### src/rtl/vce2_pkg.sv
// Shared types for the vce2 vector element sequencer: FSM states, ALU ops and
// the registered control-strobe bundle.
package vce2_pkg;

    localparam int unsigned VSEQ_VL_W   = 8;
    localparam int unsigned VSEQ_ADDR_W = 32;
    localparam int unsigned VSEQ_DATA_W = 32;

    typedef enum logic [2:0] {
        ST_IDLE,
        ST_LOAD,
        ST_WAIT_AGU,
        ST_RD_A,
        ST_RD_B,
        ST_WR,
        ST_DONE
    } vseq_state_e;

    typedef enum logic [1:0] {
        ALU_ADD,
        ALU_SUB,
        ALU_AND,
        ALU_OR
    } vec_alu_op_e;

    typedef struct packed {
        logic busy;
        logic done;
        logic agu_load;
        logic get_rs1;
        logic get_rs2;
        logic get_rd;
        logic port_req;
        logic data_req;
        logic data_we;
    } vseq_ctrl_t;

    // Strobes that must be visible while the FSM sits in state s
    function automatic vseq_ctrl_t ctrl_for(vseq_state_e s);
        vseq_ctrl_t c;
        c      = '0;
        c.busy = (s != ST_IDLE);
        case (s)
            ST_LOAD: begin
                c.agu_load = 1'b1;
                c.port_req = 1'b1;
            end
            ST_WAIT_AGU: c.port_req = 1'b1;
            ST_RD_A: begin
                c.port_req = 1'b1;
                c.get_rs1  = 1'b1;
                c.data_req = 1'b1;
            end
            ST_RD_B: begin
                c.port_req = 1'b1;
                c.get_rs2  = 1'b1;
                c.data_req = 1'b1;
            end
            ST_WR: begin
                c.port_req = 1'b1;
                c.get_rd   = 1'b1;
                c.data_req = 1'b1;
                c.data_we  = 1'b1;
            end
            ST_DONE: c.done = 1'b1;
            default: ;
        endcase
        return c;
    endfunction

endpackage

### src/rtl/vce2_vseq_if.sv
// Bundle of control, AGU, data-port and ALU signals around the vector sequencer.
interface vce2_vseq_if #(
    parameter int unsigned VlWidth = vce2_pkg::VSEQ_VL_W
) ();
    import vce2_pkg::*;

    logic                   start_i;
    logic [VlWidth-1:0]     vl_i;
    vec_alu_op_e            op_i;
    logic                   flush_i;
    logic                   busy_o;
    logic                   done_o;
    logic                   err_o;

    logic                   agu_load_o;
    logic                   agu_ready_i;
    logic                   agu_get_rs1_o;
    logic                   agu_get_rs2_o;
    logic                   agu_get_rd_o;
    logic                   agu_get_rd_noincr_o;

    logic                   port_req_o;
    logic                   port_gnt_i;
    logic                   data_req_o;
    logic                   data_we_o;
    logic [VSEQ_DATA_W-1:0] data_wdata_o;
    logic                   data_rvalid_i;
    logic [VSEQ_DATA_W-1:0] data_rdata_i;

    vec_alu_op_e            alu_op_o;
    logic [VSEQ_DATA_W-1:0] alu_op_a_o;
    logic [VSEQ_DATA_W-1:0] alu_op_b_o;
    logic [VSEQ_DATA_W-1:0] alu_result_i;

    modport slave (
        input  start_i, vl_i, op_i, flush_i,
        output busy_o, done_o, err_o,
        output agu_load_o, agu_get_rs1_o, agu_get_rs2_o, agu_get_rd_o, agu_get_rd_noincr_o,
        input  agu_ready_i,
        output port_req_o, data_req_o, data_we_o, data_wdata_o,
        input  port_gnt_i, data_rvalid_i, data_rdata_i,
        output alu_op_o, alu_op_a_o, alu_op_b_o,
        input  alu_result_i
    );

    modport master (
        output start_i, vl_i, op_i, flush_i,
        input  busy_o, done_o, err_o,
        input  agu_load_o, agu_get_rs1_o, agu_get_rs2_o, agu_get_rd_o, agu_get_rd_noincr_o,
        output agu_ready_i,
        input  port_req_o, data_req_o, data_we_o, data_wdata_o,
        output port_gnt_i, data_rvalid_i, data_rdata_i,
        input  alu_op_o, alu_op_a_o, alu_op_b_o,
        output alu_result_i
    );

endinterface

### src/rtl/vce2_vseq.sv
// Vector element sequencer: loads the AGU, holds the data port, and streams
// vs1/vs2 reads and vd writes through the external ALU, 3 cycles per element.
module vce2_vseq
    import vce2_pkg::*;
#(
    parameter int unsigned VlWidth = VSEQ_VL_W
) (
    input  logic           clk_i,
    input  logic           rst_ni,
    vce2_vseq_if.slave     bus
);

    vseq_state_e            state_q, state_d;
    vseq_ctrl_t             ctrl_q, ctrl_d;
    logic [VlWidth-1:0]     vl_q, vl_d;
    logic [VlWidth-1:0]     cnt_q, cnt_d;
    vec_alu_op_e            op_q, op_d;
    logic [VSEQ_DATA_W-1:0] op_a_q, op_a_d;
    logic                   err_q, err_d;
    logic                   gnt_seen_q, gnt_seen_d;
    logic                   rdy_seen_q, rdy_seen_d;
    logic                   gnt_ok, rdy_ok;

    assign gnt_ok = bus.port_gnt_i  | gnt_seen_q;
    assign rdy_ok = bus.agu_ready_i | rdy_seen_q;

    always_ff @(posedge clk_i or negedge rst_ni) begin
        if (!rst_ni) begin
            state_q    <= ST_IDLE;
            ctrl_q     <= '0;
            vl_q       <= '0;
            cnt_q      <= '0;
            op_q       <= ALU_ADD;
            op_a_q     <= '0;
            err_q      <= 1'b0;
            gnt_seen_q <= 1'b0;
            rdy_seen_q <= 1'b0;
        end else begin
            state_q    <= state_d;
            ctrl_q     <= ctrl_d;
            vl_q       <= vl_d;
            cnt_q      <= cnt_d;
            op_q       <= op_d;
            op_a_q     <= op_a_d;
            err_q      <= err_d;
            gnt_seen_q <= gnt_seen_d;
            rdy_seen_q <= rdy_seen_d;
        end
    end

    // Next state; strobes are decoded from the next state so they leave a flop
    always_comb begin
        state_d    = state_q;
        vl_d       = vl_q;
        cnt_d      = cnt_q;
        op_d       = op_q;
        op_a_d     = op_a_q;
        err_d      = err_q;
        gnt_seen_d = gnt_seen_q;
        rdy_seen_d = rdy_seen_q;

        if (bus.flush_i) begin
            state_d    = ST_IDLE;
            gnt_seen_d = 1'b0;
            rdy_seen_d = 1'b0;
        end else begin
            case (state_q)
                ST_IDLE: begin
                    if (bus.start_i) begin
                        err_d      = 1'b0;
                        cnt_d      = '0;
                        gnt_seen_d = 1'b0;
                        rdy_seen_d = 1'b0;
                        if (bus.vl_i == '0) begin
                            state_d = ST_DONE;
                        end else begin
                            state_d = ST_LOAD;
                            vl_d    = bus.vl_i;
                            op_d    = bus.op_i;
                        end
                    end
                end
                ST_LOAD: begin
                    state_d    = ST_WAIT_AGU;
                    gnt_seen_d = gnt_ok;
                    rdy_seen_d = rdy_ok;
                end
                ST_WAIT_AGU: begin
                    if (gnt_ok && rdy_ok) begin
                        state_d    = ST_RD_A;
                        gnt_seen_d = 1'b0;
                        rdy_seen_d = 1'b0;
                    end else begin
                        gnt_seen_d = gnt_ok;
                        rdy_seen_d = rdy_ok;
                    end
                end
                ST_RD_A: state_d = ST_RD_B;
                ST_RD_B: begin
                    if (bus.data_rvalid_i) begin
                        op_a_d = bus.data_rdata_i;
                    end else begin
                        err_d = 1'b1;
                    end
                    state_d = ST_WR;
                end
                ST_WR: begin
                    if (!bus.data_rvalid_i) begin
                        err_d = 1'b1;
                    end
                    if (cnt_q == vl_q - VlWidth'(1)) begin
                        state_d = ST_DONE;
                    end else begin
                        cnt_d   = cnt_q + VlWidth'(1);
                        state_d = ST_RD_A;
                    end
                end
                ST_DONE: state_d = ST_IDLE;
                default: state_d = ST_IDLE;
            endcase
        end

        ctrl_d = ctrl_for(state_d);
    end

    assign bus.busy_o              = ctrl_q.busy;
    assign bus.done_o              = ctrl_q.done;
    assign bus.err_o               = err_q;
    assign bus.agu_load_o          = ctrl_q.agu_load;
    assign bus.agu_get_rs1_o       = ctrl_q.get_rs1;
    assign bus.agu_get_rs2_o       = ctrl_q.get_rs2;
    assign bus.agu_get_rd_o        = ctrl_q.get_rd;
    assign bus.agu_get_rd_noincr_o = 1'b0;
    assign bus.port_req_o          = ctrl_q.port_req;
    assign bus.data_req_o          = ctrl_q.data_req;
    assign bus.data_we_o           = ctrl_q.data_we;
    assign bus.alu_op_o            = op_q;
    assign bus.alu_op_a_o          = op_a_q;

    // vs2 data and the ALU result pass straight through during the write cycle
    assign bus.alu_op_b_o   = ctrl_q.data_we ? bus.data_rdata_i : '0;
    assign bus.data_wdata_o = ctrl_q.data_we ? bus.alu_result_i : '0;

endmodule

### src/flat_wrapper.sv
// flat-port wrapper written by rule: the top's interface ports become plain ports
module vce2_vseq_flat import vce2_pkg::*;
#(
    parameter int unsigned VlWidth = VSEQ_VL_W
)
  (clk_i, rst_ni, bus_start_i, bus_vl_i, bus_op_i, bus_flush_i, bus_busy_o, bus_done_o, bus_err_o, bus_agu_load_o, bus_agu_get_rs1_o, bus_agu_get_rs2_o, bus_agu_get_rd_o, bus_agu_get_rd_noincr_o, bus_agu_ready_i, bus_port_req_o, bus_data_req_o, bus_data_we_o, bus_data_wdata_o, bus_port_gnt_i, bus_data_rvalid_i, bus_data_rdata_i, bus_alu_op_o, bus_alu_op_a_o, bus_alu_op_b_o, bus_alu_result_i);
  vce2_vseq_if #(.VlWidth(VlWidth)) bus_i ();
  input  logic clk_i;
  input  logic rst_ni;
  input wire logic [$bits(bus_i.start_i)-1:0] bus_start_i;
  input wire logic [$bits(bus_i.vl_i)-1:0] bus_vl_i;
  input wire logic [$bits(bus_i.op_i)-1:0] bus_op_i;
  input wire logic [$bits(bus_i.flush_i)-1:0] bus_flush_i;
  output wire logic [$bits(bus_i.busy_o)-1:0] bus_busy_o;
  output wire logic [$bits(bus_i.done_o)-1:0] bus_done_o;
  output wire logic [$bits(bus_i.err_o)-1:0] bus_err_o;
  output wire logic [$bits(bus_i.agu_load_o)-1:0] bus_agu_load_o;
  output wire logic [$bits(bus_i.agu_get_rs1_o)-1:0] bus_agu_get_rs1_o;
  output wire logic [$bits(bus_i.agu_get_rs2_o)-1:0] bus_agu_get_rs2_o;
  output wire logic [$bits(bus_i.agu_get_rd_o)-1:0] bus_agu_get_rd_o;
  output wire logic [$bits(bus_i.agu_get_rd_noincr_o)-1:0] bus_agu_get_rd_noincr_o;
  input wire logic [$bits(bus_i.agu_ready_i)-1:0] bus_agu_ready_i;
  output wire logic [$bits(bus_i.port_req_o)-1:0] bus_port_req_o;
  output wire logic [$bits(bus_i.data_req_o)-1:0] bus_data_req_o;
  output wire logic [$bits(bus_i.data_we_o)-1:0] bus_data_we_o;
  output wire logic [$bits(bus_i.data_wdata_o)-1:0] bus_data_wdata_o;
  input wire logic [$bits(bus_i.port_gnt_i)-1:0] bus_port_gnt_i;
  input wire logic [$bits(bus_i.data_rvalid_i)-1:0] bus_data_rvalid_i;
  input wire logic [$bits(bus_i.data_rdata_i)-1:0] bus_data_rdata_i;
  output wire logic [$bits(bus_i.alu_op_o)-1:0] bus_alu_op_o;
  output wire logic [$bits(bus_i.alu_op_a_o)-1:0] bus_alu_op_a_o;
  output wire logic [$bits(bus_i.alu_op_b_o)-1:0] bus_alu_op_b_o;
  input wire logic [$bits(bus_i.alu_result_i)-1:0] bus_alu_result_i;
  assign bus_i.start_i = bus_start_i;
  assign bus_i.vl_i = bus_vl_i;
  assign bus_i.op_i = bus_op_i;
  assign bus_i.flush_i = bus_flush_i;
  assign bus_busy_o = bus_i.busy_o;
  assign bus_done_o = bus_i.done_o;
  assign bus_err_o = bus_i.err_o;
  assign bus_agu_load_o = bus_i.agu_load_o;
  assign bus_agu_get_rs1_o = bus_i.agu_get_rs1_o;
  assign bus_agu_get_rs2_o = bus_i.agu_get_rs2_o;
  assign bus_agu_get_rd_o = bus_i.agu_get_rd_o;
  assign bus_agu_get_rd_noincr_o = bus_i.agu_get_rd_noincr_o;
  assign bus_i.agu_ready_i = bus_agu_ready_i;
  assign bus_port_req_o = bus_i.port_req_o;
  assign bus_data_req_o = bus_i.data_req_o;
  assign bus_data_we_o = bus_i.data_we_o;
  assign bus_data_wdata_o = bus_i.data_wdata_o;
  assign bus_i.port_gnt_i = bus_port_gnt_i;
  assign bus_i.data_rvalid_i = bus_data_rvalid_i;
  assign bus_i.data_rdata_i = bus_data_rdata_i;
  assign bus_alu_op_o = bus_i.alu_op_o;
  assign bus_alu_op_a_o = bus_i.alu_op_a_o;
  assign bus_alu_op_b_o = bus_i.alu_op_b_o;
  assign bus_i.alu_result_i = bus_alu_result_i;
  vce2_vseq #(.VlWidth(VlWidth)) u_core (.clk_i(clk_i), .rst_ni(rst_ni), .bus(bus_i));
endmodule
### config.mk
export PLATFORM = sky130hd
export DESIGN_NAME = vce2_vseq_flat
export DESIGN_NICKNAME = d
export VERILOG_FILES = /design/src/rtl/vce2_pkg.sv /design/src/rtl/vce2_vseq_if.sv /design/src/rtl/vce2_vseq.sv /design/src/flat_wrapper.sv
export SDC_FILE = /design/constraint.sdc
export NUM_CORES = 1
export LEC_CHECK = 0
export BUFFER_PORTS_ARGS = -buffer_cell sky130_fd_sc_hd__buf_2
export CAP_MARGIN = 20
export CORE_MARGIN = 1.5
export CORE_UTILIZATION = 46
export CTS_BUF_LIST = sky130_fd_sc_hd__clkbuf_8
export CTS_CLUSTER_SIZE = 10
export DETAILED_ROUTE_END_ITERATION = 10
export GPL_ROUTABILITY_DRIVEN = 0
export PLACE_DENSITY = 0.82
export SLEW_MARGIN = 10
export SYNTH_ARGS = -nofsm -noshare
export SYNTH_HDL_FRONTEND = slang
export SYNTH_SLANG_ARGS = --single-unit
### constraint.sdc
create_clock -name clk_i -period 3 [get_ports clk_i]
set_input_delay 0.9 -clock clk_i [delete_from_list [all_inputs] [get_ports clk_i]]
set_output_delay 0.9 -clock clk_i [all_outputs]
set_load 0.02 [all_outputs]
# Yosys cells after proc, flatten, opt, wreduce, memory -nomap -nowiden
# Index checks and enable logic that the tools add are counted.
totals:
  input_bits: 81
  memories: 0
  mem_bits_ro: 0
  reg_bits: 64
  out_inout_bits: 109
  wordCells: 80
  latch_bits: 0
  mem_bits_rw: 0
op_classes:
  shifts: 0
  add_sub_neg: 2
  n_eq_ne: 16
  div_mod_pow: 0
  bitwise: 4
  mul: 0
  reduce_logical: 15
  n_mux: 27
  n_lt_le_gt_ge: 0
ops:
  columns: ["op", "n"]
  rows:
  - ["$mux W32", 2]
  - ["$pmux W3 S6", 1]
  - ["$mux W8", 2]
  - ["$pmux W8 S2", 1]
  - ["$eq A3 B3 Y1 const B", 5]
  - ["$mux W3", 5]
  - ["$mux W1", 13]
  - ["$eq A3 B2 Y1 const B", 4]
  - ["$reduce_and A4 Y1", 3]
  - ["$add A8 B1 Y8 const B", 1]
  - ["$eq A8 B8 Y1", 1]
  - ["$logic_not A8 Y1", 1]
  - ["$sub A8 B1 Y8 const B", 1]
  - ["$eq A3 B1 Y1 const B", 2]
  - ["$ne A2 B2 Y1 const B", 3]
  - ["$pmux W1 S3", 2]
  - ["$reduce_or A5 Y1", 1]
  - ["$reduce_bool A2 Y1", 2]
  - ["$reduce_bool A4 Y1", 1]
  - ["$logic_not A3 Y1", 1]
  - ["$ne A3 B3 Y1 const B", 1]
  - ["$reduce_and A3 Y1", 1]
  - ["$reduce_bool A3 Y1", 1]
  - ["$reduce_or A3 Y1", 1]
  - ["other kinds (6)", 8]

# Depth between registers and ports, before layout
# Gate-level depths: netlist (run 1).
depth:
  depth_word: 8
  depth_mapped: 9
  ltp_nobuf: 9

# Worst setup path after synthesis (run 1)
# Ideal clock, no wire load.
synth_path:
  path_kind: "input-to-reg"
  startpoint: "in bus_vl_i[1]"
  endpoint: "reg u_core.op_a_q[19], in the netlist u_core.bus.alu_op_a_o[19]"
  required_ps: 2875
  setup_slack_ps: 471
  cell_stages: 8
  t_arrival_ps: 2404
  n_path_buf: 1
  setup_ps: 125
  path_cell_list: "nor4_1 -> nand2_1 -> a21oi_1 -> nor2_1 -> and3_1 -> nand3_1 -> buf_4 -> mux2_2"
synth_rtl:
  columns: ["item", "line_no", "source"]
  rows:
  - ["start, declared", "flat_wrapper.sv:11", "input wire logic [$bits(bus_i.vl_i)-1:0] bus_vl_i;"]
  - ["end signal, assigned", "vce2_vseq.sv:44", "op_a_q <= op_a_d;"]
  - ["end, declared", "vce2_vseq.sv:18", "logic [VSEQ_DATA_W-1:0] op_a_q, op_a_d;"]

==> results of run 1 <==
## layout make-up
class | count | area, um2 | area share
Sequential cell | 64 | 1600 | 0.339
Antenna cell | 1 | 2.50 | 0.000529
Multi-Input combinational cell | 244 | 1750 | 0.369
Clock buffer | 9 | 124 | 0.0262
Tap cell | 99 | 124 | 0.0262
Timing Repair Buffer | 194 | 998 | 0.211
Clock inverter | 7 | 111 | 0.0235
Inverter | 6 | 22.5 | 0.00476
## where the power goes
group | total, mW | leakage [nW] | internal (mW) | switching [mW]
sequential | 1.09 | 0.860 | 0.967 | 0.124
clock | 0.884 | 0.120 | 0.546 | 0.338
combinational | 0.601 | 1.70 | 0.278 | 0.323
## Yosys cell counts (5+ instances only)
cell type  number
o21ai_0        11
nand2_1        12
a21oi_1         9
mux2_2         40
inv_1           6
nor3_1         12
nand3_1         5
buf_4           5
nand4_1         5
clkbuf_1       12
nor2_1         15
dfrtp_1        64
and2_1         67
## how the worst max path moves through the flow
stage          depth (start not counted)  slack (ns)                                    end        start
3_3_place_gp                           9        0.18   u_core.bus.alu_op_a_o[2]$_DFFE_PN0P_  bus_vl_i[1]
3_5_place_dp                           9        0.11   u_core.bus.alu_op_a_o[6]$_DFFE_PN0P_  bus_vl_i[1]
6_report                               9        0.43  u_core.bus.alu_op_a_o[16]$_DFFE_PN0P_  bus_vl_i[1]
5_1_grt                                9        0.24   u_core.bus.alu_op_a_o[4]$_DFFE_PN0P_  bus_vl_i[1]
2_1_floorplan                          8        0.47  u_core.bus.alu_op_a_o[19]$_DFFE_PN0P_  bus_vl_i[1]
4_1_cts                                9        0.46   u_core.bus.alu_op_a_o[0]$_DFFE_PN0P_  bus_vl_i[1]
## routing by layer
metal / share of wire / track usage / wire (um)
met5: 0 / 0 / 0
met2: 0.48 / 0.431 / 5010
met4: 0.030 / 0.114 / 317
met1: 0.43 / 0.336 / 4470
met3: 0.067 / 0.0508 / 708
## state kept, by name (all words and copies together) (netlist names), 2 cells and up
register	count
u_core.state_q	3
u_core.cnt_q	8
u_core.bus.alu_op_a_o	32
u_core.vl_q	8
u_core.bus.alu_op_o	2
## logic make-up after synthesis
kind of cell,Yosys count,share of synthesized area
xor gates and xnor gates,8,0.0202
muxes,44,0.142
and+or+nand+nor,146,0.248
DFF,64,0.462
other,1,0.00108
AOI/OAI and AO/OA,43,0.0856
adders and majority gates,2,0.00722
buffers and inverters,25,0.0332
==> out/metrics.cfg, run 1 <==
[die]
start_util=0.477
die_area_um2=8060
num_rows=31
io_pins=190
coreArea_um2=7250
die_width_um=89.8
die_height_um=89.8

[yosys]
yosysTopAreaCell=dfrtp_1
yosysSeqAreaShare=0.462
synth.distinct_cells=53
ys_ff_latch=64
syn_inst=333
synth.top_cell.area_share=0.462
postSynth.asyncResetShare=1.00
avgSynthCellArea_um2=10.4
syn_area_um2=3460
ys.flop_type=dfrtp_1
synth_nets=416
synth_area_leaders=dfrtp_1, mux2_2, and2_1
synth-edff-count=0
yosysWarningCount=0

[run]
max-cap-violations=0

[timing]
hold_viol=0
fin_skew_ns=0.00700
final-setup-viol-count=0
rsz0062_at_grt=false
fmax_ghz=0.389
period_minus_slack_ns=2.57
setup_slack_ns=0.432
whs_ns=0.349
drv_slew=0
setup_tns_ns=0
finalCritPeriodShare=0.856

[finish]
instances_no_fill=624
fill_cells=624
final_layout_size_suffix_gt1_frac=0.496
layout.nets=602
final_util=0.652
final_common_cell=buf_2
postLayoutCellArea_um2=4730
area_growth_pct=36.6
layout_common_cells=buf_2, and2_1, dfrtp_1

[cts]
cts.sinks=64
clk_latency_ns=0.34
cts_setup_buffers=0
numCtsBuffers=9
cts_tree=done
cts_buffer_depth=2
root_buffer=clkbuf_8
clk_pin_slew_worst_paths_ns=0.07
ctsHtreeMaxLevel=3
post_cts_resize_count=0
hold_buffers=0

[drt]
drcViolationCount=0
drtPass1Iterations=4
wl_mm=10.5
drt_iter0_markers=230
ant_nets=0
vias=3224
drt-vias-per-instance=5.17
wl_per_cell_um=16.8

[global_routing]
grt_pass1_wl_mm=16.5
antenna_found_initial=1
grt_max_degree=67
grt_pass1_vias=3169
grt_overflow=0
grt.total_usage=0.262

[run_status]
status=complete, no violations

[placement]
io_buffers=188
dp_hpwl_mm=8.41
placed_cell_area_um2=4490
dpl.cell_count=607
pre_cts_ws_ns=0.111

[worst_setup_path]
r2r_start=u_core.vl_q[0]$_DFFE_PN0P_
critPathSlowestCell=nor4_1
crit_family=simple AND/OR/NAND/NOR gates
required_ns=3.23
worstSetupStartpointType=input pin
reg2reg_slack_ns=0.54
path_buf_inv=2
cp_max_fo=32
rr_worst_depth=9
worstPathArrival_ns=2.80
worstSetupEndpointType=flip-flop
r2r-end=u_core.cnt_q[2]$_DFFE_PN0P_
max_stage_delay_ns=0.40
path_cells=buf_2 > nor4_1 > nand2_1 > a21oi_1 > nor2_1 > and3_1 > nand3_1 > buf_12 > mux2_2
crit_type=input pin to flip-flop

[power_and_ir_drop]
power_mw=2.58
power_density_nw_per_um2=545
leakage_nw=2.68
worst_ir_drop_vdd_mv=0.589

[worst_hold_path]
holdCritPathClass=input pin to async pin

Note: power is estimated with default switching activity, not from simulation.
==> inputs of run 2 (changes only) <==
--- a/config.mk
+++ b/config.mk
@@ -5,7 +5,7 @@
 export SDC_FILE = /design/constraint.sdc
 export NUM_CORES = 1
 export LEC_CHECK = 0
-export BUFFER_PORTS_ARGS = -buffer_cell sky130_fd_sc_hd__buf_2
+export BUFFER_PORTS_ARGS = -buffer_cell sky130_fd_sc_hd__clkbuf_2
 export CAP_MARGIN = 20
 export CORE_MARGIN = 1.5
 export CORE_UTILIZATION = 46
==> out/metrics.cfg, run 2 (synthesis gave the netlist of run 1 again) <==
[cts]
ctsHtreeMaxLevel=3
cts_setup_buffers=0
clk_pin_slew_worst_paths_ns=0.07
numCtsBuffers=9
cts_buffer_depth=2
post_cts_resize_count=0
clk_latency_ns=0.34
cts.sinks=64
hold_buffers=0
root_buffer=clkbuf_8
cts_tree=done

[finish]
largest_register_ffs=32
final_layout_size_suffix_gt1_frac=0.497
final_common_cell=clkbuf_2
layout_common_cells=clkbuf_2, and2_1, dfrtp_1
layout.nets=603
final_util=0.651
instances_no_fill=625
area_growth_pct=36.4

[worst_setup_path]
worstSetupEndpointType=flip-flop
worstSetupStartpointType=input pin
worstPathArrival_ns=2.84
required_ns=3.22
cp_max_fo=32
crit_type=input pin to flip-flop

[die]
coreArea_um2=7250
die_height_um=89.8
die_width_um=89.8
io_pins=190
num_rows=31
start_util=0.477
die_area_um2=8060

[placement]
dp_hpwl_mm=8.40
dpl.cell_count=608
io_buffers=188

[drt]
vias=3231
drt_iter0_markers=165
ant_nets=0
drt-vias-per-instance=5.17
drtPass1Iterations=6
drcViolationCount=0
wl_mm=10.4
wl_per_cell_um=16.7

[timing]
fmax_ghz=0.382
setup_tns_ns=0
finalCritPeriodShare=0.873
whs_ns=0.500
slew_headroom=0.579
period_minus_slack_ns=2.62
rsz0062_at_grt=false
fin_skew_ns=0.00959
hold_viol=0
drv_slew=0
worst_slew_pin_slew_ns=0.632
final-setup-viol-count=0

[power_and_ir_drop]
p_int_mw=1.73
pwr-share-seq=0.435
power_density_nw_per_um2=531
p_comb_frac=0.238
p_sw_frac=0.310
leakage_nw=2.60
p_sw_uw=777
worst_ir_drop_vdd_mv=0.493
pwr-share-clk=0.327

[run]
max-cap-violations=0

[worst_hold_path]
holdCritPathClass=flip-flop to flip-flop

[global_routing]
antenna_found_initial=1
grt.total_usage=0.266
grt_pass1_vias=3217
grt_overflow=0
grt_max_degree=67
grt_pass1_wl_mm=16.8

[run_status]
status=complete, no violations

-- run 2: changes by cell type in the layout (fill, tap and decap cells not counted) --
cell        delta
clkinv_2       -1
bufinv_16      -1
clkbuf_2     +188
clkinvlp_4     +1
buf_2        -188
buf_4          +1
clkbuf_8       +1
-- run 2: worst max-delay path, cell delays in order --
cell,delay (ns)
clkbuf_2,0.09
nor4_1,0.43
nand2_1,0.20
a21oi_1,0.24
nor2_1,0.09
and3_1,0.18
nand3_1,0.12
buf_12,0.21
mux2_2,0.36
-- run 2: power groups by stage --
| stage | clock [mW] | sequential (mW) | combinational (mW) |
|---|---|---|---|
| floorplan | 0 | 1.13 | 0.356 |
| global placement | 0 | 1.10 | 0.580 |
| detailed placement | 0 | 1.10 | 0.598 |
| CTS | 0.839 | 1.09 | 0.602 |
| global route | 0.869 | 1.11 | 0.655 |
| finish | 0.819 | 1.09 | 0.597 |
-- run 2: layer usage --
layer,global-route usage,up-vias,share of wire
li1,-,1529,-
met1,0.338,1548,0.42
met2,0.444,135,0.48
met3,0.0592,19,0.077
met4,0.0966,0,0.023
met5,0,-,0
-- run 2: worst paths after layout --
check,start,to,slack (ns),depth (start not counted)
max,bus_vl_i[1],u_core.bus.alu_op_a_o[2]$_DFFE_PN0P_,0.38,9
min,u_core.bus.alu_op_a_o[27]$_DFFE_PN0P_,u_core.bus.alu_op_a_o[27]$_DFFE_PN0P_,0.50,1
max reg2reg,u_core.vl_q[0]$_DFFE_PN0P_,u_core.cnt_q[2]$_DFFE_PN0P_,0.55,9
min reg2reg,u_core.bus.alu_op_a_o[27]$_DFFE_PN0P_,u_core.bus.alu_op_a_o[27]$_DFFE_PN0P_,0.50,1
max in group asynchronous,rst_ni,u_core.bus.alu_op_a_o[30]$_DFFE_PN0P_,1.69,2
min in group asynchronous,rst_ni,u_core.bus.alu_op_a_o[10]$_DFFE_PN0P_,0.57,1
-- run 2: area by class of cell --
class,instances,area [um2]
clock buffers,10,138
clock inverters,6,83.8
repair buffers,195,1010
flip-flops and latches,64,1600
inverters,6,22.5
diodes,1,2.50
fillers,616,2530
multi-input cells,244,1750
well taps,99,124
-- run 2: metrics by stage --
stage / cell area (um2) / worst slack (ns) / power, mW
after floorplan: 3460 / 0.471 / 1.49
after global placement: 4500 / 0.197 / 1.68
after detailed placement: 4500 / 0.0305 / 1.70
after CTS: 4720 / 0.367 / 2.53
after global routing: 4720 / 0.155 / 2.63
final: 4720 / 0.380 / 2.51
